**src/rtl/uart_tx_axis_arbiter.sv**
```systemverilog
// uart_tx_axis_arbiter
// Packet-atomic round-robin arbiter that lets several AXI-Stream packet
// sources share one UART packet transmitter. A granted source keeps the
// grant until its packet ends. A packet that runs past MAX_PACKET_LEN is
// cut by a forced tlast; the source's remaining beats are arbitrated
// again as a new packet.

module uart_tx_axis_arbiter #(
    parameter int NUM_PORTS        = 4,
    parameter int AXIS_TDATA_WIDTH = 8,
    parameter int MAX_PACKET_LEN   = 16,
    localparam int TID_W = ($clog2(NUM_PORTS) > 1) ? $clog2(NUM_PORTS) : 1,
    localparam int CNT_W = $clog2(MAX_PACKET_LEN + 1)
) (
    input  logic                                   i_clk,
    input  logic                                   i_rst,
    input  logic [NUM_PORTS-1:0]                   i_s_axis_tvalid,
    output logic [NUM_PORTS-1:0]                   o_s_axis_tready,
    input  logic [NUM_PORTS*AXIS_TDATA_WIDTH-1:0]  i_s_axis_tdata,
    input  logic [NUM_PORTS-1:0]                   i_s_axis_tlast,
    input  logic [NUM_PORTS-1:0]                   i_s_axis_tkeep,
    output logic                                   o_m_axis_tvalid,
    input  logic                                   i_m_axis_tready,
    output logic [AXIS_TDATA_WIDTH-1:0]            o_m_axis_tdata,
    output logic                                   o_m_axis_tlast,
    output logic                                   o_m_axis_tkeep,
    output logic [TID_W-1:0]                       o_m_axis_tid,
    output logic [NUM_PORTS-1:0]                   o_grant,
    output logic                                   o_overlength
);

    typedef enum logic [0:0] {
        ST_IDLE = 1'b0,
        ST_BUSY = 1'b1
    } state_t;

    localparam logic [NUM_PORTS-1:0] GRANT_ONE      = {{(NUM_PORTS-1){1'b0}}, 1'b1};
    localparam logic [TID_W-1:0]     LAST_GRANT_RST = TID_W'(NUM_PORTS - 1);
    localparam logic [CNT_W-1:0]     CNT_FORCE      = CNT_W'(MAX_PACKET_LEN - 1);

    // Registered state
    state_t                 r_state;
    logic [NUM_PORTS-1:0]   r_grant;
    logic [TID_W-1:0]       r_tid;
    logic [TID_W-1:0]       r_last_grant;
    logic [CNT_W-1:0]       r_beat_cnt;
    logic                   r_overlength;

    // Next-state values
    state_t                 w_state_next;
    logic [NUM_PORTS-1:0]   w_grant_next;
    logic [TID_W-1:0]       w_tid_next;
    logic [TID_W-1:0]       w_last_grant_next;
    logic [CNT_W-1:0]       w_beat_cnt_next;
    logic                   w_overlength_next;

    // Round-robin search results
    logic                   w_req_found;
    logic [TID_W-1:0]       w_req_pick;
    logic [TID_W-1:0]       w_scan_idx;
    logic                   w_scan_hit;

    // Granted-source view and master-side outputs
    logic [AXIS_TDATA_WIDTH-1:0] w_port_tdata [NUM_PORTS];
    logic                        w_src_tvalid;
    logic [AXIS_TDATA_WIDTH-1:0] w_src_tdata;
    logic                        w_src_tlast;
    logic                        w_src_tkeep;
    logic                        w_force_last;
    logic                        w_m_hs;
    logic                        w_m_tvalid;
    logic [AXIS_TDATA_WIDTH-1:0] w_m_tdata;
    logic                        w_m_tlast;
    logic                        w_m_tkeep;
    logic [TID_W-1:0]            w_m_tid;
    logic [NUM_PORTS-1:0]        w_s_tready;

    // Find the first requester after the last granted port, wrapping around.
    always_comb begin
        w_req_found = 1'b0;
        w_req_pick  = '0;
        w_scan_idx  = '0;
        w_scan_hit  = 1'b0;
        for (int i = 1; i <= NUM_PORTS; i++) begin
            w_scan_idx  = TID_W'((int'(r_last_grant) + i) % NUM_PORTS);
            w_scan_hit  = ~w_req_found & i_s_axis_tvalid[w_scan_idx];
            w_req_pick  = w_scan_hit ? w_scan_idx : w_req_pick;
            w_req_found = w_req_found | w_scan_hit;
        end
    end

    // Select the granted source's sideband signals.
    always_comb begin
        for (int k = 0; k < NUM_PORTS; k++) begin
            w_port_tdata[k] = i_s_axis_tdata[k*AXIS_TDATA_WIDTH +: AXIS_TDATA_WIDTH];
        end
        w_src_tvalid = i_s_axis_tvalid[r_tid];
        w_src_tdata  = w_port_tdata[r_tid];
        w_src_tlast  = i_s_axis_tlast[r_tid];
        w_src_tkeep  = i_s_axis_tkeep[r_tid];
        w_force_last = (r_beat_cnt == CNT_FORCE);
    end

    // FSM next-state logic and the BUSY pass-through datapath.
    always_comb begin
        w_state_next      = r_state;
        w_grant_next      = r_grant;
        w_tid_next        = r_tid;
        w_last_grant_next = r_last_grant;
        w_beat_cnt_next   = r_beat_cnt;
        w_overlength_next = 1'b0;
        w_m_tvalid        = 1'b0;
        w_m_tdata         = '0;
        w_m_tlast         = 1'b0;
        w_m_tkeep         = 1'b0;
        w_m_tid           = '0;
        w_s_tready        = '0;
        w_m_hs            = 1'b0;
        case (r_state)
            ST_IDLE: begin
                if (w_req_found) begin
                    w_state_next      = ST_BUSY;
                    w_grant_next      = GRANT_ONE << w_req_pick;
                    w_tid_next        = w_req_pick;
                    w_last_grant_next = w_req_pick;
                    w_beat_cnt_next   = '0;
                end else begin
                    w_state_next      = ST_IDLE;
                end
            end
            ST_BUSY: begin
                w_m_tvalid = w_src_tvalid;
                w_m_tdata  = w_src_tdata;
                w_m_tlast  = w_src_tlast | w_force_last;
                w_m_tkeep  = w_src_tkeep;
                w_m_tid    = r_tid;
                w_s_tready = r_grant & {NUM_PORTS{i_m_axis_tready}};
                w_m_hs     = w_src_tvalid & i_m_axis_tready;
                if (w_m_hs && w_m_tlast) begin
                    // Packet (or forced cut) complete: release the grant.
                    w_state_next      = ST_IDLE;
                    w_grant_next      = '0;
                    w_beat_cnt_next   = '0;
                    w_overlength_next = w_force_last & ~w_src_tlast;
                end else if (w_m_hs) begin
                    w_beat_cnt_next   = r_beat_cnt + CNT_W'(1);
                end else begin
                    // Stalled source or sink: hold everything.
                    w_beat_cnt_next   = r_beat_cnt;
                end
            end
            default: begin
                w_state_next    = ST_IDLE;
                w_grant_next    = '0;
                w_beat_cnt_next = '0;
            end
        endcase
    end

    // FSM state register.
    always_ff @(posedge i_clk or posedge i_rst) begin
        if (i_rst) begin
            r_state <= ST_IDLE;
        end else begin
            r_state <= w_state_next;
        end
    end

    // Grant, priority pointer, beat counter and overlength pulse registers.
    always_ff @(posedge i_clk or posedge i_rst) begin
        if (i_rst) begin
            r_grant      <= '0;
            r_tid        <= '0;
            r_last_grant <= LAST_GRANT_RST;
            r_beat_cnt   <= '0;
            r_overlength <= 1'b0;
        end else begin
            r_grant      <= w_grant_next;
            r_tid        <= w_tid_next;
            r_last_grant <= w_last_grant_next;
            r_beat_cnt   <= w_beat_cnt_next;
            r_overlength <= w_overlength_next;
        end
    end

    assign o_s_axis_tready = w_s_tready;
    assign o_m_axis_tvalid = w_m_tvalid;
    assign o_m_axis_tdata  = w_m_tdata;
    assign o_m_axis_tlast  = w_m_tlast;
    assign o_m_axis_tkeep  = w_m_tkeep;
    assign o_m_axis_tid    = w_m_tid;
    assign o_grant         = r_grant;
    assign o_overlength    = r_overlength;

endmodule

```
**config.mk**
```make
export PLATFORM = sky130hd
export DESIGN_NAME = uart_tx_axis_arbiter
export DESIGN_NICKNAME = d
export VERILOG_FILES = /design/src/rtl/uart_tx_axis_arbiter.sv
export SDC_FILE = /design/constraint.sdc
export NUM_CORES = 1
export LEC_CHECK = 0
export BUFFER_PORTS_ARGS = -buffer_cell sky130_fd_sc_hd__buf_2
export CAP_MARGIN = 20
export CORE_MARGIN = 3
export CORE_UTILIZATION = 45
export DETAILED_ROUTE_END_ITERATION = 12
export GPL_ROUTABILITY_DRIVEN = 1
export PLACE_DENSITY = 0.79
export RECOVER_POWER = 50
export REMOVE_ABC_BUFFERS = 1
export SLEW_MARGIN = 20
export SYNTH_ARGS = -nofsm -noshare
export SYNTH_HDL_FRONTEND = slang
export SYNTH_SLANG_ARGS = --single-unit
```
**constraint.sdc**
```tcl
create_clock -name i_clk -period 3.7 [get_ports i_clk]
set_input_delay 0.74 -clock i_clk [delete_from_list [all_inputs] [get_ports i_clk]]
set_output_delay 0.74 -clock i_clk [all_outputs]
set_load 0.01 [all_outputs]
```
== Yosys cells after proc, flatten, opt, wreduce, memory -nomap -nowiden ==
Index checks and enable logic that the tools add are counted.
Cells by class
  add/subtract/negate cells: 5
  $lt $le $gt $ge: 6
  equality and inequality tests: 4
  shift operators: 1
  muxes and demuxes: 39
  bitwise logic cells: 16
  reduce and logical (&&, ||, !) cells: 4
Operators with widths (number)
  two-way mux 8 bit: 3
  binary-select mux 8 bit (select 2 bit): 1
  < comparator 2 x 3 -> 1 bit, second input constant: 5
  two-way mux 5 bit: 3
  binary-select mux 1 bit (select 2 bit): 7
  two-way mux 1 bit: 14
  two-way mux 4 bit: 3
  two-way mux 2 bit: 5
  one-hot mux 5 bit (2 select lines): 1
  one-hot mux 4 bit (2 select lines): 1
  AND reduction 2 bit: 3
  adder 5 x 1 -> 5 bit, second input constant: 1
  AND 1 bit: 5
  equality test 5 x 4 -> 1 bit, second input constant: 1
  inverter 1 bit: 5
  adder 2 x 1 -> 2 bit, second input constant: 2
  adder 2 bit, second input constant: 2
  AND 4 bit: 1
  bitwise OR 1 bit: 4
  << shifter 1 x 2 -> 4 bit, first input constant: 1
  >= comparator 3 bit, second input constant: 1
  inequality test 3 x 1 -> 1 bit, second input constant: 1
  inverter 2 -> 3 bit: 1
  inequality test 2 x 1 -> 1 bit, second input constant: 1
  3 further kinds: 3
Storage, ports and cells
  register bits: 15
  input port bits: 47
  logic and storage cells: 81

== Depth between registers and ports, before layout ==
  depth in word-level cells: 15
  depth in mapped cells: 7
  depth with buffers taken out: 7

== Worst setup path before layout ==
OpenSTA, ideal clock, no wires.
  path kind: register -> output
  start point: register r_beat_cnt[0]
  end point: output o_m_axis_tlast
  data arrival time: 1.547 ns
  required time: 2.960 ns
  slack: 1.413 ns
  stages on the path, launching flop included: 7
  path buffers: 0
  path through: dfrtp_1 > ha_1 > and3_1 > ha_1 > and2b_1 > a22oi_2 > and2_1
On the way
  word-level cells in the longest chain between the ends: 3
RTL lines
  from (decl): line 46  | logic [CNT_W-1:0] r_beat_cnt;
  from (signal assigned): line 181  | r_beat_cnt <= w_beat_cnt_next;
  equality test 5 x 4 -> 1 bit: line 101  | w_force_last = (r_beat_cnt == CNT_FORCE);
  bitwise OR 1 bit: line 134  | w_m_tlast = w_src_tlast | w_force_last;
  two-way mux 1 bit: line 119  | case (r_state)
  to (decl): line 25  | output logic o_m_axis_tlast,
No other way between the ends.

== Final worst setup path ==
  start point: register r_tid[0]
  end point: output o_m_axis_tdata[7]
On the way
  word-level cells in the longest chain between the ends: 5
RTL lines
  from (decl): line 44  | logic [TID_W-1:0] r_tid;
  from (signal assigned): line 179  | r_tid <= w_tid_next;
  inverter 2 -> 3 bit (implied by the code): line 98  | w_src_tdata = w_port_tdata[r_tid];
  binary-select mux 8 bit (select 2 bit): line 98
  two-way mux 8 bit (implied by the code) (2 in series): line 98
  two-way mux 8 bit: line 119
  to (decl): line 24  | output logic [AXIS_TDATA_WIDTH-1:0] o_m_axis_tdata,
No other way between the ends. The select of a mux whose other input is x is not followed.

==> impl_metrics.csv <==
group,metric,value,unit
clock_tree,clock-sinks,15,
synth,yosys_register_bits,15,
timing,rsz0062_at_grt,"no",
placement,hpwl,2500,um
synth,ys_seq_area_share,30.7,%
global_route,grt_pass1_wl,4910,um
clock_tree,cts_tree,"yes",
timing,maxSlewHeadroom,44.8,%
synth,yosysUniqueCellTypes,40,
worst_setup_path,path_class,"flop to output port",
finish,syn_to_final_growth,27.0,%
worst_setup_path,cp.arrival,2.06,ns
timing,drv_slew,0,
finish,multiInputGateArea,768,sq um
global_route,grt_max_degree,23,
job,maxCapViolCount,0,
synth,synthTopCellsByCount,"and2_1, dfrtp_1, mux4_2",
synth,syn_avg_cell_area,10.9,sq um
outcome,status,"finished clean",
floorplanning,ios,69,
timing,period_share,75.7,%
clock_tree,cts-root-buf,"clkbuf_4",
pwr,irDropWorstVdd,0.440,mV
clock_tree,clkTransAtPathRegs,0.09,ns
route,wire_per_inst,14.7,um
placement,port_buffers,68,
finish,diodes,0,
floorplanning,fp.dieH,58.3,um
finish,fin_cells,210,
clock_tree,clock_path_buffers,2,
finish,final_core_util,61.5,%
clock_tree,cts_max_level,1,
worst_setup_path,worstPathMaxFanout,15,
finish,drive_above_1_share,46.1,%
timing,period_minus_slack,2.80,ns
synth,synth_edf_count,0,
floorplanning,fp.dieArea,3400,sq um
route,dr.first_iter.drc_count,52,
pwr,power.leakage,0.774,nW
clock_tree,ctsHoldBuffers,0,
global_route,grt_pass1_vias,1107,
floorplanning,core_area,2540,sq um
worst_setup_path,setup.worst_path.start_class,"flop",
floorplanning,die_w,58.3,um
clock_tree,cts_resized,0,
synth,ys_warn_count,0,
route,vias,1164,
route,firstDrtPassIters,4,
route,wirelength,3100,um
synth,synthArstFlopShare,100,%
timing,hold_ws,0.501,ns
timing,finalSetupTns,0,ns
clock_tree,clkLatencyLatePin,0.28,ns
floorplanning,placementRows,18,
finish,seq_area,378,sq um
route,via_per_inst,5.54,
synth,synthTopCellsByArea,"dfrtp_1, mux4_2, and2_1",
synth,syn_area,1230,sq um
synth,ys.flop_type,"dfrtp_1",
synth,synth_top_area_share,26.4,%
worst_setup_path,critPathRequiredTime,2.96,ns
timing,worstMarginPinSlew,0.822,ns
pwr,fin_total_pwr,1.05,mW
timing,clock_skew,0.00324,ns
clock_tree,cts_made_buffers,3,
worst_setup_path,end_kind,"output port",
clock_tree,cts_setup_buffers,0,
global_route,antenna_found_initial,0,
synth,synth_area_leader_cell,"dfrtp_1",
timing,fmax,0.357,GHz
global_route,overflow,0,
placement,dp_cells,206,
route,ant_nets,0,
timing,finalSetupViolations,0,
route,drc_errors,0,
finish,fillerInstances,233,
worst_hold_path,hp-class,"input port to async pin",
global_route,grt_usage,18.4,%
pwr,power-per-cell-area,673,nW/um^2
placement,globalplace.congestion,0.798,
finish,final_nets,230,
timing,finalHoldViolations,0,
synth,synthCells,113,
floorplanning,initial_core_util,48.4,%
-- power by group --
part           switching (mW)  internal [mW]  leakage (nW)
clock network          0.0521         0.0417        0.0150
registers               0.122          0.225         0.190
logic                   0.273          0.340         0.569
-- through the flow --
stage	instance area, sq um	worst slack, ns
2_1_floorplan	1190	1.40
3_3_place_gp	1570	1.22
3_5_place_dp	1570	1.13
4_1_cts	1600	0.851
5_1_grt	1570	0.713
6_report	1570	0.900
-- cell type report --
class | count | share of cell area, %
multi-input cells | 87 | 49.1
flip-flops and latches | 15 | 24.1
repair buffers | 68 | 21.3
well taps | 30 | 2.40
clock buffers | 4 | 1.68
inverters | 6 | 1.44
-- path summary, 6_finish.rpt --
path,start,endpoint,slack [ns],depth (start not counted)
worst min-delay path,i_rst,r_beat_cnt[3]$_DFFE_PP0P_,0.50,2
min in group i_clk,o_grant[3]$_DFFE_PP0P_,o_grant[3]$_DFFE_PP0P_,0.52,1
worst min register to register,o_grant[3]$_DFFE_PP0P_,o_grant[3]$_DFFE_PP0P_,0.52,1
worst max register to register,r_tid[0]$_DFFE_PP0P_,r_beat_cnt[3]$_DFFE_PP0P_,1.58,4
max in group asynchronous,i_rst,r_last_grant[0]$_DFFE_PP1P_,2.82,2
worst max-delay path,r_tid[0]$_DFFE_PP0P_,o_m_axis_tdata[7],0.90,3
-- routing by layer --
metal | GRT usage (%) | part of all wire [%] | vias up
met5 | 0 | 0 | -
met4 | 3.97 | 0.42 | 0
met3 | 3.95 | 11 | 2
met2 | 31.6 | 47 | 59
met1 | 23.9 | 41 | 545
li1 | - | - | 558
-- cell usage in the layout, fill, tap and decap left out, drive strengths merged, types with 2 or more instances in the layout --
cell,netlist,routed
and2,13,13
o32ai,3,3
and3,6,6
clkbuf,1,10
nand2,3,3
dfstp,2,2
dfrtp,13,13
nand3,2,2
nand3b,2,2
ha,2,2
mux4,9,9
nand2b,3,3
nor2,8,8
inv,6,6
a21o,3,3
o2bb2ai,2,2
mux2i,6,6
or2,2,2
a22oi,2,2
buf,3,62
a21oi,6,6
a32o,2,2
nor2b,3,3
a21boi,2,2
-- cells by family (layout without fill, tap and decap cells) --
logic type,after synthesis,count (layout),share of synthesized area (%)
flip-flops,15,15,30.7
adder cells (fa/ha/maj),2,2,2.03
multiplexers,15,15,22.2
AO/OA/AOI/OAI,25,25,18.3
buffers and inverters,11,78,5.18
AND/OR/NAND/NOR,45,45,21.6
-- worst max-delay path: stages (launching register included) --
cell     delay [ns]
dfrtp_1        0.85
mux4_1         0.63
and2_1         0.16
buf_2          0.13
-- registers in the layout, summed over array words and instances, names as in the netlist --
register      flops
o_grant           4
o_overlength      1
r_beat_cnt        5
r_last_grant      2
r_state           1
r_tid             2
No activity file was read; power rests on OpenSTA's default activity.
